## src/rtl/csr_access_unit_pkg.sv

```systemverilog
// Shared CSR definitions: operation encoding, funct3 field layout and FSM states.
package csr_access_unit_pkg;

  // funct3[1:0] encoding; OpNone is the reserved/invalid value.
  typedef enum logic [1:0] {
    OpNone = 2'b00,
    OpRw   = 2'b01,
    OpRs   = 2'b10,
    OpRc   = 2'b11
  } csr_op_t;

  // funct3 field layout.
  localparam int unsigned Funct3ImmBit = 2;
  localparam int unsigned Funct3OpMsb  = 1;
  localparam int unsigned Funct3OpLsb  = 0;

  typedef enum logic [1:0] {
    StIdle,
    StRead,
    StWrite,
    StResp
  } csr_state_e;

  function automatic csr_op_t funct3_to_op(input logic [2:0] funct3);
    return csr_op_t'(funct3[Funct3OpMsb:Funct3OpLsb]);
  endfunction

endpackage

```

## src/rtl/csr_alu.sv

```systemverilog
// Write-value computation for CSRRW/CSRRS/CSRRC.
module csr_alu
  import csr_access_unit_pkg::*;
(
  input  csr_op_t     op_i,
  input  logic [31:0] src_i,
  input  logic [31:0] old_i,
  output logic [31:0] wdata_o
);

  // Select the new CSR value from the operand and the previously read value.
  always_comb begin
    wdata_o = '0;
    case (op_i)
      OpRw:    wdata_o = src_i;
      OpRs:    wdata_o = old_i | src_i;
      OpRc:    wdata_o = old_i & ~src_i;
      default: wdata_o = '0;
    endcase
  end

endmodule

```

## src/rtl/csr_access_unit.sv

```systemverilog
// Sequences one CSR instruction: optional read, optional write, then writeback response.
module csr_access_unit
  import csr_access_unit_pkg::*;
(
  input  logic        clock,
  input  logic        reset,
  input  logic        req_valid,
  output logic        req_ready,
  input  logic [2:0]  req_funct3,
  input  logic [11:0] req_csr_addr,
  input  logic [4:0]  req_rs1_idx,
  input  logic [31:0] req_rs1_value,
  input  logic [4:0]  req_rd_idx,
  output logic        csr_read,
  output logic        csr_write,
  output logic [11:0] csr_addr,
  output logic [31:0] csr_wdata,
  input  logic [31:0] csr_rdata,
  input  logic        csr_illegal,
  output logic        resp_valid,
  input  logic        resp_ready,
  output logic [4:0]  resp_rd_idx,
  output logic [31:0] resp_rd_value,
  output logic        resp_rd_write,
  output logic        resp_exception
);

  csr_state_e  state_q, state_d;
  csr_op_t     op_q, op_d;
  logic [11:0] addr_q, addr_d;
  logic [4:0]  rd_idx_q, rd_idx_d;
  logic [31:0] src_q, src_d;
  logic [31:0] old_q, old_d;
  logic        do_write_q, do_write_d;
  logic        exc_q, exc_d;

  csr_op_t     req_op;
  logic        req_do_read;
  logic        req_do_write;
  logic [31:0] alu_wdata;

  // Decode the offered request into operation and read/write decisions.
  always_comb begin
    req_op       = funct3_to_op(req_funct3);
    // RW with rd=x0 must not read; RS/RC with a zero source field must not write.
    req_do_read  = !((req_op == OpRw) && (req_rd_idx == 5'd0));
    req_do_write = (req_op == OpRw) || (req_rs1_idx != 5'd0);
  end

  csr_alu u_csr_alu (
    .op_i    (op_q),
    .src_i   (src_q),
    .old_i   (old_q),
    .wdata_o (alu_wdata)
  );

  // Next-state logic for the FSM and the per-request context.
  always_comb begin
    state_d    = state_q;
    op_d       = op_q;
    addr_d     = addr_q;
    rd_idx_d   = rd_idx_q;
    src_d      = src_q;
    old_d      = old_q;
    do_write_d = do_write_q;
    exc_d      = exc_q;

    unique case (state_q)
      StIdle: begin
        if (req_valid) begin
          op_d       = req_op;
          addr_d     = req_csr_addr;
          rd_idx_d   = req_rd_idx;
          src_d      = req_funct3[Funct3ImmBit] ? {27'd0, req_rs1_idx} : req_rs1_value;
          // Cleared so a request that never reads returns zero.
          old_d      = '0;
          do_write_d = req_do_write;
          exc_d      = 1'b0;
          if (req_op == OpNone) begin
            exc_d   = 1'b1;
            state_d = StResp;
          end else if (req_do_read) begin
            state_d = StRead;
          end else begin
            state_d = StWrite;
          end
        end
      end
      StRead: begin
        old_d = csr_rdata;
        if (csr_illegal) begin
          exc_d   = 1'b1;
          state_d = StResp;
        end else if (do_write_q) begin
          state_d = StWrite;
        end else begin
          state_d = StResp;
        end
      end
      StWrite: begin
        if (csr_illegal) begin
          exc_d = 1'b1;
        end
        state_d = StResp;
      end
      StResp: begin
        if (resp_ready) begin
          state_d = StIdle;
        end
      end
      default: state_d = StIdle;
    endcase
  end

  // State and context registers with synchronous reset.
  always_ff @(posedge clock) begin
    if (reset) begin
      state_q    <= StIdle;
      op_q       <= OpNone;
      addr_q     <= '0;
      rd_idx_q   <= '0;
      src_q      <= '0;
      old_q      <= '0;
      do_write_q <= 1'b0;
      exc_q      <= 1'b0;
    end else begin
      state_q    <= state_d;
      op_q       <= op_d;
      addr_q     <= addr_d;
      rd_idx_q   <= rd_idx_d;
      src_q      <= src_d;
      old_q      <= old_d;
      do_write_q <= do_write_d;
      exc_q      <= exc_d;
    end
  end

  // Moore outputs decoded from the current state.
  always_comb begin
    req_ready      = (state_q == StIdle);
    csr_read       = (state_q == StRead);
    csr_write      = (state_q == StWrite);
    csr_addr       = addr_q;
    csr_wdata      = (state_q == StWrite) ? alu_wdata : '0;
    resp_valid     = (state_q == StResp);
    resp_rd_idx    = rd_idx_q;
    resp_rd_value  = old_q;
    resp_exception = (state_q == StResp) && exc_q;
    resp_rd_write  = (state_q == StResp) && !exc_q && (rd_idx_q != 5'd0);
  end

endmodule

```

## config.mk

```make
export PLATFORM = sky130hd
export DESIGN_NAME = csr_access_unit
export DESIGN_NICKNAME = d
export VERILOG_FILES = /design/src/rtl/csr_access_unit_pkg.sv /design/src/rtl/csr_alu.sv /design/src/rtl/csr_access_unit.sv
export SDC_FILE = /design/constraint.sdc
export NUM_CORES = 1
export LEC_CHECK = 0
export BUFFER_PORTS_ARGS = -buffer_cell sky130_fd_sc_hd__buf_4
export CAP_MARGIN = 20
export CORE_ASPECT_RATIO = 0.9
export CORE_UTILIZATION = 52
export DETAILED_ROUTE_END_ITERATION = 8
export PLACE_DENSITY = 0.85
export SYNTH_ARGS = -nofsm -noshare
export SYNTH_HDL_FRONTEND = slang
export SYNTH_HIERARCHICAL = 1
export SYNTH_SLANG_ARGS = --single-unit
```

## constraint.sdc

```tcl
create_clock -name clock -period 3.65 [get_ports clock]
set_input_delay 0.1825 -clock clock [delete_from_list [all_inputs] [get_ports clock]]
set_output_delay 0.1825 -clock clock [all_outputs]
set_load 0.02 [all_outputs]
```

==> impl_results.md, run 1 <==
- Layout fillers: 636
- Diodes inserted: 0
- Critical Path End Type: primary output
- Startpoint Class: flip-flop
- Clock Latency Late Sink: 350 ps
- Routability Congestion: 0.831
- Via count: 4,379
- Reg2reg path depth: 4
- Top Layer Used: met4
- Tot GR Track Use: 27.0%
- Root Buffer Master: clkbuf_8
- Met3 wire length: 1090 um
- Placed insts: 756
- I/O Pins: 181
- Routed wl met2: 5950 um
- Unique masters post-synth: 35
- First-pass GRT wire length: 18,900 um
- Largest net degree at the start of global routing: 89
- Commonest cells after routing, fill and taps aside: 184 x buf_4, 87 x dfxtp_1, 67 x nand2_1
- Post CTS Setup Buffer Count: 0
- CP startpoint: state_q[0]
- Power Total: 3380 uW
- Reg-to-reg slack, setup: 1550 ps
- First-pass iteration count of the detailed router: 5
- # rows: 31
- Net Switching: 1350 uW
- Starting Density: 54.5%
- Post-synth EDFFs: 0
- Met1 wire length: 5200 um
- Fin cells: 772
- Area occupied by multi-input gates: 0.00231 sq mm
- CTS max path bufs: 2
- Crit Path Max Fanout: 34
- Htree depth: 3
- GRT overflow: 0
- Vias in the first global route: 4,014
- Unrepaired setup endpoints after global routing: no
- ANT nets after route: 0
- Gate count after technology mapping: 524
- Leakage: 0.00248 uW
- Power share of the combinational group: 43.0%
- Sum Neg Setup Slack: 0 ps
- Max transition margin: 30.1%
- IO buf count: 180
- Area Overhead vs Synth: 33.1%
- Post-detail-place hpwl: 8310 um
- Clock power share: 20.0%
- Die H: 89.6 um
- Top FF cell, synth: dfxtp_1
- Sequential-to-total area share from yosys stat: 39.3%
- Clk slew on worst S/H paths: 90 ps
- Die Wd: 99.4 um
- R2R Path Start: state_q[0]
- Largest cells by area after synthesis: dfxtp_1 39%, mux2i_1 8.1%, a32oi_1 6.3%
- Final setup vio count: 0
- Run status: finished, final reports clean
- Flop pwr share: 37.0%
- Worst vdd ir: 0.000412 V
- Crit Path Category: flip-flop to primary output
- Fmax achieved: 442 MHz
- Crit path to: csr_wdata[6]
- Core area: 0.00815 sq mm
- Final #Nets: 767
- CTS tree: done
- Final hold violation count: 0
- Number of DRC markers in iteration 0: 167
- Syn_area_per_cell: 8.47 sq um
- Int Pwr: 2020 uW
- Worst hold path type: input pin to flip-flop
- Drt wl/cell: 16.1 um
- YS warnings: 6
- Ratio of cells with drive above 1 in the final layout: 31.2%
- Synth Register Bits: 87
- Pins over their slew limit: 0
- # DRC: 0
- FF/Latch Area: 0.00174 sq mm
- Top-area cell type share of the netlist area: 39.3%
- Switching Fraction: 40.1%
- Tcrit/Tclk final: 62.0%
- Clock skew: 7.92 ps
- Pwr dens: 572 mW/mm^2
- DIE AREA: 0.00891 sq mm
- Max-Cap Viols: 0
- Tmin final: 2260 ps
- Initial antenna violation count: 0
- Vias per inst: 5.67
- CTS Buf Count: 9
- Post-CTS sizing: 0
- RR Endpoint: state_q[1]
- Post-synth top area cell: dfxtp_1
- Fraction of registers with async set/reset: 0%
- Syn_nets: 622
- Routed wire length: 12,400 um
- Worst-Margin Slew: 1030 ps
- Arr. time, crit path: 2080 ps
- Sink Count: 87
- Commonest non-fill, non-tap cell in the layout: buf_4
- Cts hold-fix bufs: 0
- Post-synthesis cell area: 0.00444 sq mm
- Worst EP required: 3470 ps
Yosys cell counts, types with 2 or more instances:
cell type / n
inv_1: 33
buf_2: 20
clkbuf_1: 22
nor2b_1: 2
nor3_1: 2
nor2_1: 43
a211oi_2: 5
nand3b_1: 27
buf_6: 5
a21oi_1: 48
a22o_1: 31
a311oi_1: 2
o21ai_1: 2
nand2b_1: 3
mux2i_1: 36
a32oi_1: 32
buf_4: 4
nand2_1: 68
dfxtp_1: 87
and2_1: 34
ha_1: 4
worst min path at each step:
stage	from	endpoint	slack, ps	cells past startpoint
floorplan	req_funct3[1]	op_q[1]	320	2
global placement	req_csr_addr[8]	csr_addr[8]	430	3
detailed placement	req_csr_addr[11]	csr_addr[11]	440	3
CTS	req_csr_addr[11]	csr_addr[11]	60	3
global route	req_csr_addr[7]	csr_addr[7]	50	3
finish	req_csr_addr[11]	csr_addr[11]	70	3
area by class of cell:
class,instances,area share (%)
clock buffers,12,2.63
clock inverters,3,0.721
inverters,33,2.10
multi-input cells,353,39.2
flip-flops and latches,87,29.5
well taps,99,2.10
repair buffers,185,23.7
per-layer routing:
| metal | global-route usage [%] | vias to the layer above |
|---|---|---|
| li1 | - | 2101 |
| met1 | 32.5 | 2066 |
| met2 | 46.2 | 195 |
| met3 | 9.13 | 17 |
| met4 | 8.02 | 0 |
| met5 | 0 | - |
sequential cells by signal, indices dropped and copies added (netlist names):
| name | count |
|---|---|
| resp_rd_value | 32 |
| src_q | 32 |
| csr_addr | 12 |
| resp_rd_idx | 5 |
| op_q | 2 |
| state_q | 2 |
| do_write_q | 1 |
| exc_q | 1 |
cells by family after synthesis:
family          share of synthesized area [%]
fa+ha+maj                                1.13
simple gates                             21.1
flops                                    39.3
compound gates                           21.0
mux                                      8.69
buf+inv                                  8.86
power by group through the flow:
| stage | combinational [uW] | sequential (uW) | clock, uW |
|---|---|---|---|
| after floorplan | 903 | 1360 | 0 |
| after global placement | 1370 | 1260 | 0 |
| after detailed placement | 1430 | 1270 | 0 |
| after CTS | 1440 | 1250 | 692 |
| after global routing | 1580 | 1270 | 728 |
| final | 1450 | 1250 | 676 |
worst max-delay path, stage by stage (launching register included):
cell and delay (ps):
dfxtp_1 340, inv_1 100, ha_1 850, and2_1 270
buf_4 150
through the flow:
| step | util, % | cell area (sq um) | setup slack, ps | hold WS (ps) |
|---|---|---|---|---|
| floorplan | - | 4440 | 1990 | 318 |
| global placement | 69.8 | 5690 | 1520 | 431 |
| detailed placement | 69.8 | 5690 | 1410 | 444 |
| CTS | 72.2 | 5880 | 1360 | 63.2 |
| global route | 72.5 | 5900 | 1220 | 52.0 |
| finish | 72.5 | 5900 | 1390 | 70.0 |
Power figures use the tool's default switching activity.
==> run 2, diff against run 1 <==
CORE_UTILIZATION = 44   (was 52)
PLACE_DENSITY = 0.77   (was 0.85)
clock period = 2 ns   (was 3.65 ns; I/O delays follow)
==> impl_results.md, run 2 (synthesized netlist as in run 1, its figures left out) <==
- Pwr dens: 1030 mW/mm^2 (was 572 mW/mm^2)
- Commonest cells after routing, fill and taps aside: 190 x buf_4, 87 x dfxtp_1, 67 x nand2_1 (was 184 x buf_4, 87 x dfxtp_1, 67 x nand2_1)
- Reg2reg path depth: 6 (was 4)
- Die H: 97.3 um (was 89.6 um)
- Run status: finished, final reports clean (unchanged)
- Number of DRC markers in iteration 0: 153 (was 167)
- Reg-to-reg slack, setup: 230 ps (was 1550 ps)
- Largest net degree at the start of global routing: 78 (was 89)
- Worst hold path type: input pin to flip-flop (unchanged)
- Clock Latency Late Sink: 350 ps (about the same)
- Critical path's slowest cell: nor2b_4 (was ha_1)
- Crit Path Category: flip-flop to primary output (unchanged)
- Layout fillers: 828 (was 636)
- Htree depth: 3 (unchanged)
- Post-detail-place hpwl: 9010 um (was 8310 um)
- Sum Neg Setup Slack: 0 ps (unchanged)
- ANT nets after route: 0 (unchanged)
- Initial antenna violation count: 0 (unchanged)
- Critical Path End Type: primary output (unchanged)
- Startpoint Class: flip-flop (unchanged)
- Commonest non-fill, non-tap cell in the layout: buf_4 (unchanged)
- I/O Pins: 181 (unchanged)
- Vias in the first global route: 4,454 (was 4,014)
- Vias per inst: 5.43 (was 5.67)
- CP Cell Sequence: nor2b_4, buf_12, a22o_1, and2_1, buf_4 (was inv_1, ha_1, and2_1, buf_4)
- CTS Buf Count: 9 (unchanged)
- Fin util: 64.2% (was 72.5%)
- Fin cells: 829 (was 772)
- Worst-Margin Slew: 867 ps (was 1030 ps)
- Tmin final: 1850 ps
- Design area: 0.00626 sq mm (was 0.00590 sq mm)
- First-pass GRT wire length: 21,100 um (was 18,900 um)
- DIE AREA: 0.0105 sq mm (was 0.00891 sq mm)
- Unrepaired setup endpoints after global routing: no (unchanged)
- Worst vdd ir: 0.000646 V (was 0.000412 V)
- # rows: 34 (was 31)
- Final setup vio count: 0 (unchanged)
- Routed wire length: 13,300 um (was 12,400 um)
- Via count: 4,501 (was 4,379)
- GRT overflow: 0 (unchanged)
- Pins over their slew limit: 0 (unchanged)
- Ratio of cells with drive above 1 in the final layout: 31.2% (about the same)
- Die Wd: 108 um (was 99.4 um)
- Core area: 0.00974 sq mm (was 0.00815 sq mm)
- Root Buffer Master: clkbuf_8 (unchanged)
- Crit-path max cell delay: 390 ps (was 850 ps)
- FF/Latch Area: 0.00174 sq mm (unchanged)
- RR Endpoint: src_q[3] (was state_q[1])
- Max transition margin: 42.2% (was 30.1%)
- Fmax achieved: 541 MHz
- Crit Path Max Fanout: 18 (was 34)
- Routability Congestion: 0.874 (was 0.831)
- Starting Density: 45.5% (was 54.5%)
- Drt wl/cell: 16.0 um (was 16.1 um)
- Arr. time, crit path: 1750 ps (was 2080 ps)
- First-pass iteration count of the detailed router: 5 (unchanged)
- Sink Count: 87 (unchanged)
- Placed Area: 0.00583 sq mm (was 0.00569 sq mm)
- Diodes inserted: 0 (unchanged)
- Area Overhead vs Synth: 41.1% (was 33.1%)
- Area occupied by multi-input gates: 0.00232 sq mm (was 0.00231 sq mm)
- Final #Nets: 798 (was 767)
- Hold_ws: 12.5 ps (was 70.0 ps)
- Worst EP required: 1900 ps (was 3470 ps)
- Max-Cap Viols: 0 (unchanged)
- CTS tree: done (unchanged)
- IO buf count: 180 (unchanged)
- # DRC: 0 (unchanged)
- Placed insts: 793 (was 756)
- R2R Path Start: state_q[0] (unchanged)
- Tcrit/Tclk final: 92.4%
- CTS max path bufs: 2 (unchanged)
- Clk slew on worst S/H paths: 90 ps (about the same)
- Leakage: 0.00263 uW (was 0.00248 uW)
- Final hold violation count: 0 (unchanged)
- CP startpoint: op_q[1] (was state_q[0])
- Tot GR Track Use: 25.5% (was 27.0%)
- Crit path to: csr_wdata[30] (was csr_wdata[6])
- Clock skew: 12.3 ps (was 7.92 ps)
## run 2: layer usage
layer,vias up,share of wire [%],global-route usage [%]
met2,166,48,43.2
met5,-,0,0
li1,2169,-,-
met3,21,6.9,6.91
met1,2145,44,31.0
met4,0,1.6,8.54
## run 2: through the flow
step                      setup WS, ps  power (uW)
after global placement             301        5000
final                              153        6430
after global routing              10.8        6790
after detailed placement          58.4        5100
after CTS                          126        6420
after floorplan                    344        4130
## run 2: worst min-delay path by stage
| stage | start | end | cells after the start |
|---|---|---|---|
| 5_1_grt | csr_rdata[2] | resp_rd_value[2] | 3 |
| 3_5_place_dp | req_csr_addr[0] | csr_addr[0] | 3 |
| 4_1_cts | csr_rdata[18] | resp_rd_value[18] | 3 |
| 2_1_floorplan | req_funct3[1] | op_q[1] | 2 |
| 6_report | csr_rdata[5] | resp_rd_value[5] | 3 |
| 3_3_place_gp | req_csr_addr[8] | csr_addr[8] | 3 |
## run 2: where the power goes
group          internal [uW]  switching (uW)
Sequential              2040             249
Clock                    689             608
Combinational           1170            1680
## run 2: timing repair
item | 4_1_cts | 5_1_grt
setup buffers | 0 | 0
hold buffers | 21 | 1
endpoints found under the setup margin | 33 | 1
resized for setup | 1 | 1
endpoints found under the hold margin | 21 | 1
## run 2: area by class of cell
type	count	area share (%)
clock buffer	10	2.04
clock inverter	4	1.16
inverter	33	1.98
multi-input combinational	353	37.0
sequential	87	27.8
tap	126	2.52
timing repair buffer	216	27.4
## run 2: critical path, delay by kind of cell, from the launching register on
family	cells	cell delay, ps
AO/OA/AOI/OAI	1	170
AND/OR/NAND/NOR	2	520
buffers and inverters	2	350
flip-flops	1	350
